## config.mk

```make
export PLATFORM = sky130hd
export DESIGN_NAME = fp_add_arbiter
export DESIGN_NICKNAME = d
export VERILOG_FILES = /design/src/rtl/fp_add_arbiter.sv
export SDC_FILE = /design/constraint.sdc
export NUM_CORES = 1
export LEC_CHECK = 0
export CAP_MARGIN = 5
export CORE_MARGIN = 5
export CORE_UTILIZATION = 45
export DETAILED_ROUTE_END_ITERATION = 8
export PLACE_DENSITY_LB_ADDON = 0.2
export SKIP_CTS_REPAIR_TIMING = 1
export SLEW_MARGIN = 20
export SYNTH_ARGS = -nofsm -noshare
export SYNTH_HDL_FRONTEND = slang
export SYNTH_SLANG_ARGS = --single-unit
```

## constraint.sdc

```tcl
create_clock -name clk -period 4.9 [get_ports clk]
set_input_delay 0.98 -clock clk [delete_from_list [all_inputs] [get_ports clk]]
set_output_delay 0.98 -clock clk [all_outputs]
set_load 0.05 [all_outputs]
```

## src/rtl/fp_add_arbiter.sv

```systemverilog
// ---------------------------------------------------------------------------
// fp_add_arbiter
//   Shares one pipelined 32-bit floating-point adder among N_REQ requesters.
//   A round-robin arbiter grants at most one valid requester per clock and
//   registers its operands onto the adder inputs. A valid/tag shift register
//   of depth LAT+1 follows every operation through the adder, so that the
//   requester ID can be paired with add_sum when it emerges. Finished sums
//   land in a first-word-fall-through result FIFO. Issue is limited by a
//   credit count (in flight + queued < FIFO_DEPTH), so the adder, which cannot
//   stall, never pushes into a full FIFO.
//
// Ports
//   clk        rising-edge clock
//   rst_n      asynchronous active-low reset
//   req_valid  per-requester operand valid
//   req_ready  per-requester grant, one-hot or zero
//   req_a      packed operand A, requester i at [32*i+31:32*i]
//   req_b      packed operand B, same packing
//   add_a      registered operand A to the adder
//   add_b      registered operand B to the adder
//   add_sum    adder result, valid LAT edges after add_a/add_b change
//   res_valid  result FIFO head valid
//   res_ready  consumer accepts the head
//   res_data   head sum
//   res_id     head requester ID
//   busy       an operation is in flight or the FIFO holds a result
// ---------------------------------------------------------------------------
module fp_add_arbiter #(
    parameter int N_REQ      = 4,
    parameter int ID_W       = 2,
    parameter int LAT        = 5,
    parameter int FIFO_DEPTH = 8
) (
    input  logic                  clk,
    input  logic                  rst_n,
    input  logic [N_REQ-1:0]      req_valid,
    output logic [N_REQ-1:0]      req_ready,
    input  logic [N_REQ*32-1:0]   req_a,
    input  logic [N_REQ*32-1:0]   req_b,
    output logic [31:0]           add_a,
    output logic [31:0]           add_b,
    input  logic [31:0]           add_sum,
    output logic                  res_valid,
    input  logic                  res_ready,
    output logic [31:0]           res_data,
    output logic [ID_W-1:0]       res_id,
    output logic                  busy
);

    localparam int PTR_W = (FIFO_DEPTH > 1) ? $clog2(FIFO_DEPTH) : 1;
    localparam int CNT_W = $clog2(FIFO_DEPTH + 1);
    // Wide enough for every tag stage plus a full FIFO.
    localparam int OUT_W = $clog2(LAT + FIFO_DEPTH + 2);

    // Number of set bits in the valid pipe.
    function automatic logic [OUT_W-1:0] popcount_f(input logic [LAT:0] v);
        logic [OUT_W-1:0] c;
        c = '0;
        for (int k = 0; k <= LAT; k++) begin
            c = c + OUT_W'(v[k]);
        end
        return c;
    endfunction

    // Advance an index by one, wrapping at lim.
    function automatic logic [PTR_W-1:0] ptr_inc_f(input logic [PTR_W-1:0] p);
        logic [PTR_W-1:0] n;
        if (p == PTR_W'(FIFO_DEPTH - 1)) begin
            n = '0;
        end else begin
            n = p + PTR_W'(1'b1);
        end
        return n;
    endfunction

    // ------------------------------------------------------------------
    // State
    // ------------------------------------------------------------------
    logic [LAT:0]       vld_r;
    logic [ID_W-1:0]    tag_r [0:LAT];
    logic [31:0]        add_a_r;
    logic [31:0]        add_b_r;
    logic [ID_W-1:0]    rr_ptr_r;

    logic [31:0]        mem_data_r [0:FIFO_DEPTH-1];
    logic [ID_W-1:0]    mem_id_r   [0:FIFO_DEPTH-1];
    logic [PTR_W-1:0]   wr_ptr_r;
    logic [PTR_W-1:0]   rd_ptr_r;
    logic [CNT_W-1:0]   count_r;

    // ------------------------------------------------------------------
    // Combinational control
    // ------------------------------------------------------------------
    logic [OUT_W-1:0]   outstanding_s;
    logic               can_issue_s;
    logic [ID_W:0]      sum_s;
    logic [ID_W-1:0]    idx_s;
    logic               found_s;
    logic [ID_W-1:0]    win_s;
    logic [31:0]        win_a_s;
    logic [31:0]        win_b_s;
    logic [N_REQ-1:0]   grant_s;
    logic [ID_W-1:0]    next_ptr_s;
    logic               push_s;
    logic               pop_s;

    // Credit: a pop in this cycle frees its slot only from the next cycle on.
    assign outstanding_s = popcount_f(vld_r) + OUT_W'(count_r);
    assign can_issue_s   = (outstanding_s < OUT_W'(FIFO_DEPTH));

    // Round-robin search starting at rr_ptr_r; the first valid requester wins.
    always_comb begin
        sum_s   = '0;
        idx_s   = '0;
        found_s = 1'b0;
        win_s   = '0;
        win_a_s = 32'h0000_0000;
        win_b_s = 32'h0000_0000;
        grant_s = '0;
        for (int k = 0; k < N_REQ; k++) begin
            sum_s = {1'b0, rr_ptr_r} + (ID_W + 1)'(k);
            if (sum_s >= (ID_W + 1)'(N_REQ)) begin
                sum_s = sum_s - (ID_W + 1)'(N_REQ);
            end else begin
                sum_s = sum_s;
            end
            idx_s = sum_s[ID_W-1:0];
            if (can_issue_s && !found_s && req_valid[idx_s]) begin
                found_s = 1'b1;
                win_s   = idx_s;
                win_a_s = req_a[{idx_s, 5'b00000} +: 32];
                win_b_s = req_b[{idx_s, 5'b00000} +: 32];
            end else begin
                found_s = found_s;
            end
        end
        if (found_s) begin
            grant_s[win_s] = 1'b1;
        end else begin
            grant_s = '0;
        end
    end

    // Pointer moves to the requester just after the winner.
    always_comb begin
        if (win_s == ID_W'(N_REQ - 1)) begin
            next_ptr_s = '0;
        end else begin
            next_ptr_s = win_s + ID_W'(1'b1);
        end
    end

    // No grant is visible while the block is held in reset.
    assign req_ready = grant_s & {N_REQ{rst_n}};

    assign push_s = vld_r[LAT];
    assign pop_s  = (count_r != '0) && res_ready;

    // ------------------------------------------------------------------
    // Sequential logic
    // ------------------------------------------------------------------

    // Issue register: winner's operands to the adder and RR pointer update.
    always_ff @(posedge clk or negedge rst_n) begin
        if (!rst_n) begin
            add_a_r  <= 32'h0000_0000;
            add_b_r  <= 32'h0000_0000;
            rr_ptr_r <= '0;
        end else if (found_s) begin
            add_a_r  <= win_a_s;
            add_b_r  <= win_b_s;
            rr_ptr_r <= next_ptr_s;
        end else begin
            add_a_r  <= add_a_r;
            add_b_r  <= add_b_r;
            rr_ptr_r <= rr_ptr_r;
        end
    end

    // Valid/tag pipe: shifts every edge, mirroring the adder's fixed latency.
    always_ff @(posedge clk or negedge rst_n) begin
        if (!rst_n) begin
            vld_r <= '0;
            for (int k = 0; k <= LAT; k++) begin
                tag_r[k] <= '0;
            end
        end else begin
            vld_r <= {vld_r[LAT-1:0], found_s};
            if (found_s) begin
                tag_r[0] <= win_s;
            end else begin
                tag_r[0] <= tag_r[0];
            end
            for (int k = 1; k <= LAT; k++) begin
                tag_r[k] <= tag_r[k-1];
            end
        end
    end

    // FIFO storage: capture {add_sum, tag} while the pipe's last stage is valid.
    always_ff @(posedge clk or negedge rst_n) begin
        if (!rst_n) begin
            for (int k = 0; k < FIFO_DEPTH; k++) begin
                mem_data_r[k] <= 32'h0000_0000;
                mem_id_r[k]   <= '0;
            end
        end else if (push_s) begin
            mem_data_r[wr_ptr_r] <= add_sum;
            mem_id_r[wr_ptr_r]   <= tag_r[LAT];
        end else begin
            mem_data_r[wr_ptr_r] <= mem_data_r[wr_ptr_r];
            mem_id_r[wr_ptr_r]   <= mem_id_r[wr_ptr_r];
        end
    end

    // FIFO pointers and occupancy; simultaneous push and pop keep the count.
    always_ff @(posedge clk or negedge rst_n) begin
        if (!rst_n) begin
            wr_ptr_r <= '0;
            rd_ptr_r <= '0;
            count_r  <= '0;
        end else begin
            wr_ptr_r <= push_s ? ptr_inc_f(wr_ptr_r) : wr_ptr_r;
            rd_ptr_r <= pop_s  ? ptr_inc_f(rd_ptr_r) : rd_ptr_r;
            case ({push_s, pop_s})
                2'b10:   count_r <= count_r + CNT_W'(1'b1);
                2'b01:   count_r <= count_r - CNT_W'(1'b1);
                default: count_r <= count_r;
            endcase
        end
    end

    // ------------------------------------------------------------------
    // Outputs (all driven directly from registers)
    // ------------------------------------------------------------------
    assign add_a     = add_a_r;
    assign add_b     = add_b_r;
    assign res_valid = (count_r != '0);
    assign res_data  = mem_data_r[rd_ptr_r];
    assign res_id    = mem_id_r[rd_ptr_r];
    assign busy      = (|vld_r) || (count_r != '0);

endmodule

```

# == Word-level counts from Yosys, hierarchy flattened ==
# Index checks and enable logic that the tools add are counted.
# totals
n_memories,0
latch_bits,0
word_cells,151
regBits,366
rom_bits,0
mem_bits_rw,0
in_bits,295
# op_classes
order_cmp,14
add_sub_neg,18
n_mul,0
mux,57
n_reduce_logical,17
eq_ne,5
div_mod_pow,0
n_shift,8
bitwise_logic,3
# op_table
op,n
128-bit by 8-bit variable part select with 32-bit output,8
256-bit bitwise mux,2
32-bit 2-to-1 mux,13
256-bit 2-to-1 mux,1
32-bit binary-select mux with 3-bit select,2
32-bit demux with 3-bit select,1
16-bit bitwise mux,2
2-bit 2-to-1 mux,14
16-bit 2-to-1 mux,1
"2-bit by 3-bit less-than comparator with 1-bit output, second input constant",5
2-bit binary-select mux with 3-bit select,2
1-bit logical AND,10
"3-bit >= comparator, second input constant",3
1-bit 2-to-1 mux,9
4-bit by 1-bit adder with 4-bit output,2
1-bit binary-select mux with 2-bit select,4
"4-bit >= comparator, second input constant",2
3-bit inverter with 4-bit output,2
4-bit one-hot mux with 2 select lines,1
"2-bit by 1-bit subtractor with 2-bit output, second input constant",4
"2-bit by 2-bit adder with 3-bit output, second input constant",2
"3-bit by 1-bit adder with 3-bit output, second input constant",2
2-bit demux with 3-bit select,1
"3-bit == test, second input constant",2
23 further kinds,27

# == Logic depth before layout (Yosys ltp) ==
# Gate-level depths: netlist of run 1.
# depth
ltp_word,27
ltp_mapped,15

# == Least setup slack after synthesis of run 1 ==
# OpenSTA, ideal clock, no wires.
# synth_timing
kind,reg2out
start,register vld_r[0]
end,output port req_ready[3]
setup_slack_ns,0.501
arrival_time_ns,3.419
path_stages_with_launch,14
required_ns,3.920
n_path_buf,1
cell_sequence,dfrtp_1 -> fa_1 -> inv_1 -> fa_1 -> inv_1 -> ha_1 -> a21o_1 -> a22oi_4 -> a21oi_1 -> buf_4 -> a211o_1 -> and2_1 -> ha_1 -> and3_1
# synth_between
elab_chain_cells,27
word_cells_on_any_way,32
classes_between,add/sub (6); order compare (3); mux (11); bitwise (1); reduce/logical (11)
# synth_rtl
item,line_no,source
from (decl),79,logic [LAT:0] vld_r;
from (signal assigned),188,"vld_r <= {vld_r[LAT-1:0], found_s};"
1-bit by 1-bit adder with 2-bit output (*),60,c = c + OUT_W'(v[k]);
2-bit by 1-bit adder with 3-bit output (*),60,
3-bit by 1-bit adder with 4-bit output (*),60,
4-bit by 1-bit adder with 4-bit output (*) (2 in series),60,
4-bit adder (*),108,assign outstanding_s = popcount_f(vld_r) + OUT_W'(count_r);
4-bit less-than comparator (*),109,assign can_issue_s = (outstanding_s < OUT_W'(FIFO_DEPTH));
1-bit logical AND,128,if (can_issue_s && !found_s && req_valid[idx_s]) begin
1-bit 2-to-1 mux,128,
[... 11 more ...],--,
2-bit 2-to-1 mux (*),128,
via win_s[0],99,logic [ID_W-1:0] win_s;
2-bit by 3-bit less-than comparator with 1-bit output (not written as such) or 2-bit by 1-bit >= comparator with 1-bit output (tied branches),138,grant_s[win_s] = 1'b1;
1-bit logical AND (not written as such),138,
1-bit 2-to-1 mux (not written as such),138,
1-bit demux with 2-bit select (*),138,
4-bit 2-to-1 mux (*),137,if (found_s) begin
4-bit AND (*),154,assign req_ready = grant_s & {N_REQ{rst_n}};
to (decl),37,"output logic [N_REQ-1:0] req_ready,"
# The timed path passes the listed nets; every way through them passes the cells marked *.

# == Final worst setup path of run 1 ==
# Same ends and word-level chain as after synthesis.

==> metrics.csv, run 1 <==
metric,value,unit
die_y,251,um
drtIter0Drc,1995,
routed_via_density,6.59,
fmax,205,MHz
slew_headroom,0.247,
tns,0,ns
synth_warnings,0,
finalPower,28.2,mW
grt_pass1_vias,23000,
synth_edf_count,0,
clockRootBuffer,clkbuf_16,
io_pins,399,
drive_gt1_frac,0.221,
final_common_cell,clkdlybuf4s50_1,
io_buffers,398,
synthArstFlopShare,1.00,
holdWs,0.328,ns
cts_buffer_depth,3,
h-tree-depth,2,
rsz0062_at_grt,yes,
arrival,3.91,ns
synth_area,0.0261,mm^2
gp_congestion,0.877,
final.min_clock_period,4.89,ns
rows,88,
hold_path.class,in2async,
power_density,882,mW/mm^2
ant_nets,0,
die_x,251,um
peakVddDrop,623,uV
initial_core_util,0.453,
ys_types,73,
grt_pass1_wl,138000,um
antenna_found_initial,16,
cts_tree,yes,
clkTransAtPathRegs,0.06,ns
critical_path_required,3.92,ns
path_class,reg2out,
finClkSkew,0.0239,ns
dr.pass1.iters,7,
worst_setup_path_start_kind,register,
drc,0,
status,completed,
max_slew.worst_pin.slew,1.12,ns
cap_viol_max_count,0,
avgSynthCellArea,11.1,um^2
r2r_cells,12,
yosys_most_used_dff,dfrtp_1,
track_usage,0.274,
post_drt_wl_per_cell,26.0,um
end_kind,primary output,
die_area,0.0629,mm^2
drv_slew,0,
syn_inst,2361,
finalCritPeriodShare,0.998,
grt_overflow_total,0,
clock_latency,0.58,ns
seq_area_frac_synth,0.351,
cp_max_fo,4,
syn_nets,2675,
coreArea,0.0576,mm^2
wl,89200,um
area_growth,22.5,%
final_nets,2935,
layout_common_cells,"clkdlybuf4s50_1, nand2_1, dfrtp_1",
num_vias,22600,
hold_viol,0,
clkSinkCount,366,
setup_viol,0,
rrSetupSlack,1.21,ns
p_leak,12.3,nW
grt_max_degree,136,
dp_hpwl,58200,um
cts_made_buffers,44,
synth_seq_cells,366,
==> synth_stat cells (all sizes together) (4+ instances only) <==
master / number / area share
and2: 7 / 0.0017
nor3: 8 / 0.0015
a221o: 8 / 0.0031
o31ai: 32 / 0.0092
mux2: 94 / 0.041
o21ai: 316 / 0.063
and3: 10 / 0.0026
ha: 16 / 0.0077
a22oi: 34 / 0.011
o211ai: 20 / 0.0058
o22ai: 40 / 0.012
inv: 18 / 0.0026
a21o: 6 / 0.0017
clkbuf: 123 / 0.018
nand2: 374 / 0.054
a221oi: 160 / 0.054
nor2b: 9 / 0.0024
buf: 127 / 0.031
o221ai: 16 / 0.0054
a21oi: 39 / 0.0075
nand3: 15 / 0.0029
a211oi: 22 / 0.0071
o311ai: 4 / 0.0013
mux4: 270 / 0.23
mux2i: 95 / 0.040
nor2: 78 / 0.011
a2111oi: 5 / 0.0017
a32oi: 4 / 0.0013
dfrtp: 366 / 0.35
o2bb2ai: 6 / 0.0020
==> metal layers <==
metal,up-vias,track usage,part of all wire
li1,9811,-,-
met1,11500,0.351,0.38
met2,1080,0.457,0.49
met3,231,0.0643,0.089
met4,12,0.108,0.039
met5,-,0,0.0010
==> critical path, stage by stage, from the launching register on <==
cell and delay [ns]:
dfrtp_1 0.42, fa_1 0.55, inv_1 0.05, fa_1 0.50, inv_2 0.05, ha_4 0.21
a21o_1 0.21, a22oi_4 0.25, a21oi_4 0.08, a211o_1 0.35, and2_4 0.16, ha_1 0.18
and3_4 0.17, buf_6 0.15
==> metrics by stage <==
| stage | setup slack [ns] | cell area, um^2 | util | instances |
|---|---|---|---|---|
| 6_report | 0.0114 | 32000 | 0.555 | 3429 |
| 5_1_grt | -0.0947 | 32000 | 0.555 | 3424 |
| 2_1_floorplan | 0.501 | 26100 | - | 2361 |
| 3_3_place_gp | 0.447 | 30400 | 0.528 | 3339 |
| 3_5_place_dp | 0.363 | 30400 | 0.528 | 3339 |
| 4_1_cts | -0.212 | 31900 | 0.553 | 3417 |
==> layout make-up <==
class | instances | area (um^2)
antenna | 11 | 27.5
clock buffer | 63 | 1270
clock inverter | 15 | 173
fill | 4901 | 25600
inverter | 19 | 72.6
multi-input combinational | 1726 | 15700
sequential | 366 | 9180
tap | 765 | 957
timing repair buffer | 464 | 4570
==> registers in the layout (all words and copies together) (netlist names) <==
register and flops:
wr_ptr_r 3, vld_r 6, mem_data_r 256, add_b 32, rd_ptr_r 3, count_r 4, add_a 32, mem_id_r 16
rr_ptr_r 2, tag_r 12
==> cell families (layout without fill, tap and decap cells) <==
| logic type | Yosys count | after routing | synth area share |
|---|---|---|---|
| AOI/OAI and AO/OA | 728 | 728 | 0.191 |
| xor gates and xnor gates | 4 | 4 | 0.00134 |
| adders and majority gates | 19 | 19 | 0.00997 |
| buffers and inverters | 269 | 561 | 0.0517 |
| DFF | 366 | 366 | 0.351 |
| muxes | 459 | 459 | 0.314 |
| other | 0 | 11 | 0 |
| and+or+nand+nor | 516 | 516 | 0.0805 |
==> report_power, final <==
group	switching (mW)	internal (mW)	leakage, nW	total [mW]
logic	10.9	7.76	7.18	18.7
registers	1.50	4.70	4.42	6.20
clock network	1.35	1.96	0.706	3.31
total	13.8	14.4	12.3	28.2
==> path summary, 6_finish.rpt <==
path                                          from                         end
worst max register to register  vld_r[0]$_DFF_PN0_        add_a[0]$_DFFE_PN0N_
min in group clk                tag_r[4]$_DFF_PN0_          tag_r[2]$_DFF_PN0_
worst min-delay path                         rst_n  mem_data_r[71]$_DFFE_PN0P_
worst min register to register  tag_r[4]$_DFF_PN0_          tag_r[2]$_DFF_PN0_
worst max-delay path            vld_r[0]$_DFF_PN0_                req_ready[3]
max in group asynchronous                    rst_n     rd_ptr_r[0]$_DFFE_PN0P_
No activity file was read; power rests on OpenSTA's default activity.
==> run 2: changes to the inputs <==
--- a/config.mk
+++ b/config.mk
@@ -6,7 +6,6 @@
 export NUM_CORES = 1
 export LEC_CHECK = 0
 export CAP_MARGIN = 5
-export CORE_MARGIN = 5
 export CORE_UTILIZATION = 45
 export DETAILED_ROUTE_END_ITERATION = 8
 export PLACE_DENSITY_LB_ADDON = 0.2
==> constraint.sdc (replaced) <==
create_clock -name clk -period 4.9 [get_ports clk]
set_input_delay 0.735 -clock clk [delete_from_list [all_inputs] [get_ports clk]]
set_output_delay 0.735 -clock clk [all_outputs]
set_load 0.05 [all_outputs]
==> metrics.csv, run 2 (synthesis results as in run 1) <==
metric,value,unit,change
status,completed,,
io_pins,399,,unchanged
post_drt_wl_per_cell,25.4,um,-2.4%
cap_viol_max_count,0,,unchanged
die_y,243,um,-3.2%
clkTransAtPathRegs,0.06,ns,about the same
coreArea,0.0568,mm^2,-1.3%
setup_viol,0,,unchanged
p_leak,12.3,nW,about the same
arrival,4.01,ns,+0.10 ns
fillCellCount,4798,,-2.1%
finalPower,28.3,mW,+0.18%
final.min_clock_period,4.75,ns,-0.141 ns
cts_made_buffers,44,,unchanged
rows,87,,-1.1%
worst_setup_path_start_kind,register,,
antenna_found_initial,14,,-2
cts_tree,yes,,
grt_pass1_vias,22900,,-0.66%
rsz0062_at_grt,no,,
holdWs,0.0996,ns,-0.228 ns
track_usage,0.291,,+0.0161
fmax,211,MHz,+3.0%
largest_register_ffs,256,,unchanged
initial_core_util,0.459,,+0.00609
cp_max_fo,6,,+2
path_class,reg2out,,
finClkSkew,0.0264,ns,+0.00252 ns
critical_path_required,4.16,ns,+0.24 ns
max_slew.worst_pin.slew,1.13,ns,+0.00342 ns
area_growth,22.4,%,about the same
slew_headroom,0.248,,+0.000491
grt_pass1_wl,134000,um,-2.8%
hold_viol,0,,unchanged
drtIter0Drc,1782,,-11%
die_area,0.0590,mm^2,-6.3%
wl,86500,um,-3.0%
die_x,243,um,-3.2%
rrSetupSlack,1.00,ns,-0.21 ns
grt_overflow_total,0,,unchanged
io_buffers,398,,unchanged
clock_latency,0.58,ns,about the same
hold_path.class,in2async,,
final_common_cell,clkdlybuf4s50_1,,
final_nets,2923,,-0.41%
top_register,mem_data_r,,
peakVddDrop,809,uV,+30%
cts_buffer_depth,3,,unchanged
drv_slew,0,,unchanged
power_density,884,mW/mm^2,+0.25%
grt_max_degree,152,,+12%
end_kind,primary output,,
dr.pass1.iters,6,,-1
finalCritPeriodShare,0.969,,-0.0287
ant_nets,0,,unchanged
layout_common_cells,"clkdlybuf4s50_1, nand2_1, dfrtp_1",,
h-tree-depth,2,,unchanged
clockRootBuffer,clkbuf_16,,
drc,0,,unchanged
clkSinkCount,366,,unchanged
dp_hpwl,55000,um,-5.5%
num_vias,22400,,-0.66%
routed_via_density,6.58,,about the same
drive_gt1_frac,0.215,,-0.00568
gp_congestion,0.868,,-1.1%
==> run 2: cell type report <==
type	count	area (um^2)	area share
Multi-Input combinational cell	1726	15700	0.492
Sequential cell	366	9180	0.287
Timing Repair Buffer	452	4480	0.140
Clock buffer	65	1280	0.0401
Tap cell	756	946	0.0296
Clock inverter	16	262	0.00818
Inverter	19	72.6	0.00227
Antenna cell	8	20.0	0.000627
==> run 2: through the flow <==
step	utilization	std cells	setup TNS [ns]	cell area, um^2	setup WS, ns
2_1_floorplan	-	2361	0	26100	0.746
3_3_place_gp	0.534	3318	0	30300	0.620
3_5_place_dp	0.534	3318	0	30300	0.492
4_1_cts	0.561	3399	-0.412	31900	-0.139
5_1_grt	0.562	3408	0	32000	0.00740
6_report	0.562	3408	0	32000	0.152
==> run 2: layer usage <==
metal	track usage	share of wire
met1	0.360	0.38
met2	0.484	0.49
met3	0.0792	0.092
met4	0.112	0.034
met5	0	0.00092
==> run 2: worst paths after layout <==
check	to	from	depth (start not counted)
hold / removal	mem_data_r[233]$_DFFE_PN0P_	rst_n	1
setup / recovery	req_ready[3]	vld_r[0]$_DFF_PN0_	13
min in group clk	tag_r[5]$_DFF_PN0_	tag_r[7]$_DFF_PN0_	0
hold reg to reg	tag_r[5]$_DFF_PN0_	tag_r[7]$_DFF_PN0_	0
setup reg to reg	add_a[0]$_DFFE_PN0N_	vld_r[0]$_DFF_PN0_	13
max in group asynchronous	wr_ptr_r[1]$_DFFE_PN0P_	rst_n	2
==> run 2: report_power, final <==
part | total (mW) | internal [mW] | leakage, nW | switching, mW
registers | 6.22 | 4.70 | 4.43 | 1.52
clock network | 3.51 | 2.13 | 0.749 | 1.37
logic | 18.5 | 7.68 | 7.14 | 10.8
total | 28.3 | 14.5 | 12.3 | 13.7
==> run 2: worst max-delay path: stages (launching register included) <==
cell and delay (ns):
dfrtp_1 0.41, fa_1 0.54, inv_1 0.05, fa_1 0.48, inv_1 0.04, ha_1 0.29
a21o_1 0.21, a22oi_4 0.29, a21oi_4 0.09, a211o_1 0.35, and2_4 0.16, ha_1 0.18
and3_1 0.18, buf_6 0.16
